**src/rtl/fetch_unit.sv**
```systemverilog
//============================================================================
// Module  : fetch_unit
// Brief   : MIPS fetch stage: PC, req/ready imem fetch, next-PC select.
//           Optional macro FETCH_MISALIGN_TRAP_EN halts on misaligned next PC.
// Revision: 1.0 - initial release
//============================================================================
`default_nettype none

module fetch_unit #(
   parameter logic [31:0] RESET_PC = 32'h0000_0000
) (
   input  logic        clk,
   input  logic        reset,
   output logic        imem_req,
   output logic [31:0] imem_addr,
   input  logic        imem_ready,
   input  logic [31:0] imem_rdata,
   output logic [31:0] instr,
   output logic        instr_valid,
   output logic [31:0] pc,
   output logic [31:0] pc_plus4,
   input  logic        retire,
   input  logic        branch,
   input  logic        branch_not,
   input  logic        zero,
   input  logic        jump,
   input  logic        jump_reg,
   input  logic [31:0] branch_imm,
   input  logic [31:0] jr_target,
   output logic        fault
);

   typedef enum logic [1:0] {
      S_IDLE  = 2'd0,
      S_FETCH = 2'd1,
      S_HOLD  = 2'd2,
      S_HALT  = 2'd3
   } state_t;

   state_t      state_q;
   logic [31:0] pc_q;
   logic [31:0] instr_q;
   logic        instr_valid_q;
   logic [31:0] next_pc_d;
   logic [31:0] pc_d;
   logic        taken;

   assign pc          = pc_q;
   assign pc_plus4    = pc_q + 32'd4;
   assign imem_addr   = pc_q;
   assign imem_req    = (state_q == S_FETCH);
   assign instr       = instr_q;
   assign instr_valid = instr_valid_q;

   // beq takes on zero, bne takes on not-zero
   assign taken = branch & (zero ^ branch_not);

   always_comb begin
      next_pc_d = pc_plus4;
      if (jump_reg) begin
         next_pc_d = jr_target;
      end else if (jump) begin
         next_pc_d = {pc_plus4[31:28], instr_q[25:0], 2'b00};
      end else if (taken) begin
         next_pc_d = pc_plus4 + (branch_imm << 2);
      end
   end

`ifdef FETCH_MISALIGN_TRAP_EN
   logic fault_q;
   logic misalign;

   assign misalign = |next_pc_d[1:0];
   assign pc_d     = next_pc_d;
   assign fault    = fault_q;
`else
   assign pc_d  = next_pc_d & 32'hFFFF_FFFC;
   assign fault = 1'b0;
`endif

   always_ff @(posedge clk) begin
      if (reset) begin
         state_q       <= S_IDLE;
         pc_q          <= RESET_PC;
         instr_q       <= '0;
         instr_valid_q <= 1'b0;
`ifdef FETCH_MISALIGN_TRAP_EN
         fault_q       <= 1'b0;
`endif
      end else begin
         case (state_q)
            S_IDLE: begin
               state_q <= S_FETCH;
            end
            S_FETCH: begin
               if (imem_ready) begin
                  instr_q       <= imem_rdata;
                  instr_valid_q <= 1'b1;
                  state_q       <= S_HOLD;
               end
            end
            S_HOLD: begin
               if (retire) begin
`ifdef FETCH_MISALIGN_TRAP_EN
                  if (misalign) begin
                     // HALT keeps every output frozen until reset
                     fault_q <= 1'b1;
                     state_q <= S_HALT;
                  end else begin
                     pc_q          <= pc_d;
                     instr_valid_q <= 1'b0;
                     state_q       <= S_FETCH;
                  end
`else
                  pc_q          <= pc_d;
                  instr_valid_q <= 1'b0;
                  state_q       <= S_FETCH;
`endif
               end
            end
            default: begin
               state_q <= state_q;
            end
         endcase
      end
   end

endmodule

`default_nettype wire

```
**config.mk**
```make
export PLATFORM = sky130hd
export DESIGN_NAME = fetch_unit
export DESIGN_NICKNAME = d
export VERILOG_FILES = /design/src/rtl/fetch_unit.sv
export SDC_FILE = /design/constraint.sdc
export NUM_CORES = 1
export LEC_CHECK = 0
export ABC_AREA = 1
export BUFFER_PORTS_ARGS = -buffer_cell sky130_fd_sc_hd__buf_2
export CORE_MARGIN = 2
export CORE_UTILIZATION = 40
export DETAILED_ROUTE_END_ITERATION = 16
export PLACE_DENSITY = 0.73
export SLEW_MARGIN = 20
export SYNTH_ARGS = -nofsm -noshare
export SYNTH_HDL_FRONTEND = slang
export SYNTH_SLANG_ARGS = --single-unit
```
**constraint.sdc**
```tcl
create_clock -name clk -period 8.06 [get_ports clk]
set_input_delay 2.015 -clock clk [delete_from_list [all_inputs] [get_ports clk]]
set_output_delay 2.015 -clock clk [all_outputs]
set_load 0.01 [all_outputs]
```
* After elaboration in Yosys (flattened, before gate mapping) *
Cells that the tools add are included.

storage, ports and cells
  bits of input ports = 105
  logic and storage cells = 28
  bits in registers = 65

cells by class
  bitwise logic cells = 2
  mux-type cells = 9
  reduce and logical (&&, ||, !) cells = 7
  eq/ne operators = 4
  $add $sub $neg = 2

operators by type and width
  operator                                             count
  two-way mux 32 bit                                   3
  adder 32 x 3 -> 32 bit, second input constant        1
  adder 32 bit                                         1
  one-hot mux 2 bit (3 select lines)                   1
  AND reduction 3 bit                                  2
  two-way mux 2 bit                                    2
  AND reduction 2 bit                                  2
  nonzero test 3 bit                                   1
  equality test 2 x 1 -> 1 bit, second input constant  1
  equality test 2 bit, second input constant           1
  logical NOT 2 bit                                    1
  two-way mux 1 bit                                    2
  != test 2 x 1 -> 1 bit, second input constant        1
  != test 2 bit, second input constant                 1
  one-hot mux 1 bit (2 select lines)                   1
  nonzero test 2 bit                                   1
  bitwise AND 1 bit                                    1
  XOR 1 bit                                            1

* Logic depth before layout (Yosys ltp) *
Gate-level depths: netlist of run 1.

  depth in word-level cells = 5
  mapped depth = 24
  depth with buffers taken out = 24

* Worst setup path after synthesis of run 1 *
OpenSTA, ideal clock, no wires.

  kind = register -> output
  start point = register pc_q[2], in the netlist imem_addr[2]
  end point = output port pc_plus4[30]
  data arrival time = 1.694 ns
  required time = 6.045 ns
  stages on the path, launching flop included = 9
  path buffers = 0
  slack = 4.351 ns
  cells stage by stage = dfxtp_1 ha_1 nand2_1 inv_1 nand2_1 nor2_1 nand4_1 xor2_1 inv_1

between the ends
  longest elaborated chain between the ends = 1

RTL lines
  what                      line  source
  start: declaration        41    logic [31:0] pc_q;
  start signal: assignment  115   pc_q <= pc_d;
  adder 32 x 3 -> 32 bit    49    assign pc_plus4 = pc_q + 32'd4;
  end: declaration          21    output logic [31:0] pc_plus4,

No other way between the ends.

* Worst setup path after layout of run 1 *
  start point = register pc_q[2], in the netlist imem_addr[2]
  end point = output port pc_plus4[16]

The elaborated chain is that of the path after synthesis.

==> flow_metrics.env, run 1 <==
export IMPL_instances_no_fill=1535
export IMPL_track_usage_pct=27.5
export IMPL_place_ws_ns=3.52
export IMPL_cp_required_ns=6.05
export IMPL_ant_nets=0
export IMPL_syn_to_final_growth_pct=21.2
export IMPL_cts_buffer_depth=2
export IMPL_finalMaxSlewViolations=0
export IMPL_cts_resized=0
export IMPL_dpl_hpwl_mm=19.3
export IMPL_tightest_slew_ns=0.893
export IMPL_antenna_found_initial=0
export IMPL_holdCritPathClass="reg2reg"
export IMPL_rows=46
export IMPL_irDropWorstVdd_uv=131
export IMPL_outcome="complete, no violations"
export IMPL_diodes=0
export IMPL_ctsHoldBuffers=0
export IMPL_drive_above_1_share_pct=20.5
export IMPL_cp_arrival_ns=2.64
export IMPL_hold_end="instr_valid"
export IMPL_power_leakage_nw=4.41
export IMPL_cts_buffers=9
export IMPL_syn_cell_area_mm2=0.00645
export IMPL_syn_area_per_cell_um2=5.68
export IMPL_yosysWarnings=0
export IMPL_cp_max_fo=10
export IMPL_grt_setup_unrepaired="false"
export IMPL_final_util_pct=49.4
export IMPL_min_period_ns=4.65
export IMPL_drtIter0Drc=687
export IMPL_fin_area_mm2=0.00782
export IMPL_htree_levels=3
export IMPL_io_pin_count=236
export IMPL_r2r_end="imem_addr[22]"
export IMPL_routed_wl_mm=23.8
export IMPL_syn_inst=1136
export IMPL_tritoncts="done"
export IMPL_finalSetupViolCount=0
export IMPL_maxSlewHeadroom_pct=40.4
export IMPL_period_share_pct=57.7
export IMPL_placed_area_mm2=0.00749
export IMPL_final_common_cell="nand2_1"
export IMPL_ff2ff_path_depth=20
export IMPL_whs_path_depth=2
export IMPL_synth_cell_types=42
export IMPL_vias=7658
export IMPL_endpoint_kind="output pin"
export IMPL_clock_latency_ns=0.33
export IMPL_hold_violations=0
export IMPL_post_cts_buffers=0
export IMPL_power_mw=0.993
export IMPL_first_global_vias=6967
export IMPL_die_w_um=131
export IMPL_place_congestion=0.963
export IMPL_cap_violations=0
export IMPL_io_buffers=224
export IMPL_wire_per_inst_um=15.5
export IMPL_fmax_ghz=0.215
export IMPL_cp_start_kind="register"
export IMPL_power_density_mw_per_mm2=127
export IMPL_cts_sinks=65
export IMPL_layout_common_cells="nand2_1, buf_2, inv_1"
export IMPL_nets=1456
export IMPL_synth_edf_count=0
export IMPL_drc=0
export IMPL_postSynth_topFlopCell="dfxtp_1"
export IMPL_reg2reg_from="imem_addr[2]"
export IMPL_grt_pass1_wl_mm=36.1
export IMPL_clock_skew_ns=0.00561
export IMPL_min_from="instr_valid"
export IMPL_clk_pin_slew_ns=0.06
export IMPL_fin_ws_ns=3.41
export IMPL_synth_seq_area_share_pct=20.2
export IMPL_ys_async_sr_fraction_pct=0
export IMPL_coreArea_mm2=0.0158
export IMPL_die_h_um=131
export IMPL_holdWs_ns=0.462
export IMPL_fin_tns_setup_ns=0
export IMPL_die_area_mm2=0.0172
export IMPL_firstDrtPassIters=5
export IMPL_path_class="reg2out"
export IMPL_via_per_inst=4.99
export IMPL_cts_root_buf="clkbuf_16"
export IMPL_grt_max_degree=55
export IMPL_ys_ff_latch=65
export IMPL_place_inst=1519
export IMPL_grt_overflow=0
export IMPL_rrSetupSlack_ns=4.21
export IMPL_start_util_pct=40.7
-- worst max-delay path by stage --
stage	startpoint	endpoint	cells after the start
6_report	imem_addr[2]	pc_plus4[16]	9
5_1_grt	imem_addr[2]	pc_plus4[16]	9
4_1_cts	imem_addr[2]	pc_plus4[16]	9
3_5_place_dp	jump	imem_addr[17]	9
3_3_place_gp	jump	imem_addr[21]	8
2_1_floorplan	imem_addr[2]	pc_plus4[30]	8
-- kinds of logic (layout without fill, tap and decap cells) --
group,count (synthesis),in the layout,share of synthesized area (%)
AOI/OAI and AO/OA,164,164,13.7
xor gates and xnor gates,22,22,2.99
adders and majority gates,37,37,7.30
buffers and inverters,221,398,15.2
DFF,65,65,20.2
other,1,7,0.0582
and+or+nand+nor,626,626,40.6
-- synth_stat cells (2+ instances only) --
cell | n | share of area, %
a21o_1 | 2 | 0.23
or2_2 | 3 | 0.29
dfxtp_1 | 65 | 20
o21ai_1 | 2 | 0.16
o21ai_0 | 32 | 2.5
clkinv_1 | 4 | 0.23
and2_1 | 3 | 0.29
o21bai_1 | 3 | 0.35
clkbuf_1 | 27 | 1.6
nand2_1 | 383 | 22
o221ai_1 | 3 | 0.41
nand2_4 | 2 | 0.35
o22ai_1 | 2 | 0.19
o211ai_1 | 4 | 0.47
nor2_2 | 3 | 0.29
nand2_2 | 6 | 0.58
nor3_1 | 13 | 1.0
buf_2 | 2 | 0.16
inv_1 | 145 | 8.4
a22oi_1 | 3 | 0.35
nand3_1 | 67 | 5.2
buf_4 | 37 | 4.3
xor2_1 | 12 | 1.6
nor2_1 | 121 | 7.0
nand4_1 | 13 | 1.3
nor2_4 | 2 | 0.35
xnor2_1 | 10 | 1.4
nand3b_1 | 5 | 0.58
a21oi_1 | 107 | 8.3
inv_2 | 5 | 0.29
nor3_2 | 3 | 0.47
a21oi_2 | 2 | 0.27
ha_1 | 36 | 7.0
-- registers in the layout, indices dropped and copies added, names as in the netlist --
register	count
instr_valid	1
instr	32
imem_addr	30
state_q	2
-- cell type report --
cell class,instances,area (um^2)
Clock inverter,2,60.1
Clock buffer,14,264
Multi-Input combinational cell,856,4190
Sequential cell,65,1300
Tap cell,216,270
Timing Repair Buffer,228,1150
Fill cell,1721,8010
Inverter,154,578
-- worst max-delay path, stage by stage (launching register included) --
cell     delay (ns)
dfxtp_1        0.58
ha_1           0.33
nand2_1        0.08
inv_1          0.15
nand2_2        0.10
nor2_4         0.22
inv_2          0.05
nor2_2         0.11
xor2_1         0.45
buf_2          0.23
-- routing by layer --
layer	part of all wire (%)	GRT usage, %	wire (um)	vias up
li1	-	-	-	3903
met1	44	36.4	10400	3415
met2	46	45.7	10800	308
met3	9.2	5.58	2180	32
met4	1.8	7.20	422	0
met5	0	0	0	-
-- power breakdown --
group / switching, mW / internal [mW] / total, mW
clock network: 0.140 / 0.288 / 0.428
logic: 0.137 / 0.0786 / 0.215
registers: 0.0141 / 0.335 / 0.349
No activity file was read; power rests on OpenSTA's default activity.
==> run 2: changes to the inputs <==
PLACE_DENSITY = 0.75   (was 0.73)
clock period = 3.7 ns   (was 8.06 ns; I/O delays follow)
==> flow_metrics.env, run 2 (synthesis results as in run 1) <==
export IMPL_vias=7776
export IMPL_die_area_mm2=0.0172
export IMPL_crit_path_top_delay_cell="ha_1"
export IMPL_rows=46
export IMPL_period_share_pct=91.6
export IMPL_drive_above_1_share_pct=22.1
export IMPL_grt_setup_unrepaired="false"
export IMPL_finalSetupViolCount=0
export IMPL_cp_arrival_ns=3.57
export IMPL_coreArea_mm2=0.0158
export IMPL_cellInternalPower_mw=1.52
export IMPL_grt_overflow=0
export IMPL_grt_pass1_wl_mm=36.9
export IMPL_start_util_pct=40.7
export IMPL_final_common_cell="nand2_1"
export IMPL_finalMaxSlewViolations=0
export IMPL_dpl_hpwl_mm=19.5
export IMPL_cp_required_ns=3.88
export IMPL_tritoncts="done"
export IMPL_clock_skew_ns=0.0114
export IMPL_die_w_um=131
export IMPL_cts_buffer_depth=2
export IMPL_clk_pin_slew_ns=0.06
export IMPL_largest_reg_flops=32
export IMPL_ant_nets=0
export IMPL_first_global_vias=7208
export IMPL_power_leakage_nw=4.48
export IMPL_io_pin_count=236
export IMPL_htree_levels=3
export IMPL_fmax_ghz=0.295
export IMPL_hold_violations=0
export IMPL_diodes=0
export IMPL_drc=0
export IMPL_fin_tns_setup_ns=0
export IMPL_endpoint_kind="register"
export IMPL_crit_top_cell="nand2_1"
export IMPL_placed_area_mm2=0.00759
export IMPL_grt_max_degree=55
export IMPL_nets=1469
export IMPL_track_usage_pct=28.0
export IMPL_seqCellArea_mm2=0.00130
export IMPL_io_buffers=224
export IMPL_ff2ff_path_depth=18
export IMPL_firstDrtPassIters=7
export IMPL_clock_power_share_pct=43.1
export IMPL_cp_max_fo=5
export IMPL_min_period_ns=3.39
export IMPL_syn_to_final_growth_pct=23.1
export IMPL_fin_area_mm2=0.00794
export IMPL_clock_latency_ns=0.33
export IMPL_seqPwrFrac_pct=34.8
export IMPL_multi_input_area_mm2=0.00421
export IMPL_antenna_found_initial=0
export IMPL_cts_sinks=65
export IMPL_final_util_pct=50.2
export IMPL_irDropWorstVdd_uv=351
export IMPL_cts_root_buf="clkbuf_16"
export IMPL_combPwrFrac_pct=22.1
export IMPL_worst_path_largest_cell_delay_ns=0.35
export IMPL_swShare_pct=30.2
export IMPL_path_class="reg2reg"
export IMPL_outcome="complete, no violations"
export IMPL_cp_start_kind="register"
export IMPL_holdCritPathClass="reg2reg"
export IMPL_routed_wl_mm=24.0
export IMPL_via_per_inst=5.02
export IMPL_maxSlewHeadroom_pct=58.4
export IMPL_cts_buffers=9
export IMPL_layout_common_cells="nand2_1, buf_2, inv_1"
export IMPL_ctsHoldBuffers=0
export IMPL_wire_per_inst_um=15.5
export IMPL_power_density_mw_per_mm2=274
export IMPL_place_congestion=0.984
export IMPL_holdWs_ns=0.464
export IMPL_cap_violations=0
export IMPL_tightest_slew_ns=0.619
export IMPL_drtIter0Drc=726
export IMPL_p_sw_mw=0.657
export IMPL_n_fill_cell=1699
export IMPL_die_h_um=131
export IMPL_cp_cell_sequence="ha_2 > nand2_1 > inv_1 > nand2_2 > nor3_4 > xnor2_1 > inv_1 > ha_1 > nand2_1 > nor2_2 > nand3_1 > nand3_1 > a21oi_1 > or2_2 > nand3_1 > nand2_1 > nand2_1 > a21oi_1"
export IMPL_whs_path_depth=2
==> run 2: cell type report <==
| class | count | area share [%] |
|---|---|---|
| multi-input cells | 856 | 53.0 |
| flip-flops and latches | 65 | 16.4 |
| repair buffers | 241 | 15.7 |
| inverters | 154 | 7.28 |
| well taps | 216 | 3.40 |
| clock buffers | 10 | 3.01 |
| clock inverters | 6 | 1.13 |
==> run 2: critical path, delay by kind of cell (launching register included) <==
family / cells / cell delay (ns)
adder cells (fa/ha/maj): 2 / 0.59
XOR/XNOR: 1 / 0.22
buffers and inverters: 2 / 0.29
flip-flops: 1 / 0.34
AND/OR/NAND/NOR: 11 / 1.64
AO/OA/AOI/OAI: 2 / 0.17
==> run 2: layer usage <==
layer	GRT usage [%]	share of wire [%]
met1	38.1	44
met2	45.9	46
met3	4.60	8.5
met4	7.45	2.1
met5	0	0
==> run 2: power groups by stage <==
stage	registers (mW)	logic (mW)	clock network [mW]
after floorplan	0.780	0.285	0
after global routing	0.761	0.537	0.980
after global placement	0.771	0.468	0
after detailed placement	0.772	0.471	0
final	0.758	0.480	0.937
after CTS	0.757	0.475	0.949
==> run 2: repair_timing <==
| item | CTS | global route |
|---|---|---|
| setup endpoints to repair | 0 | 9 |
| gates resized for setup | 0 | 8 |
| setup buffers | 0 | 0 |
==> run 2: worst paths after layout <==
check	start	end	slack, ns
setup reg to reg	imem_addr[2]	imem_addr[16]	0.31
hold reg to reg	instr_valid	instr_valid	0.46
hold / removal	instr_valid	instr_valid	0.46
setup / recovery	imem_addr[2]	imem_addr[16]	0.31
==> run 2: through the flow <==
| step | setup WS, ns | total power, mW | cells |
|---|---|---|---|
| after floorplan | 0.643 | 1.06 | 1142 |
| after global placement | 0.381 | 1.24 | 1532 |
| after detailed placement | 0.282 | 1.24 | 1532 |
| after CTS | 0.249 | 2.18 | 1548 |
| after global routing | 0.0186 | 2.28 | 1548 |
| final | 0.312 | 2.17 | 1548 |
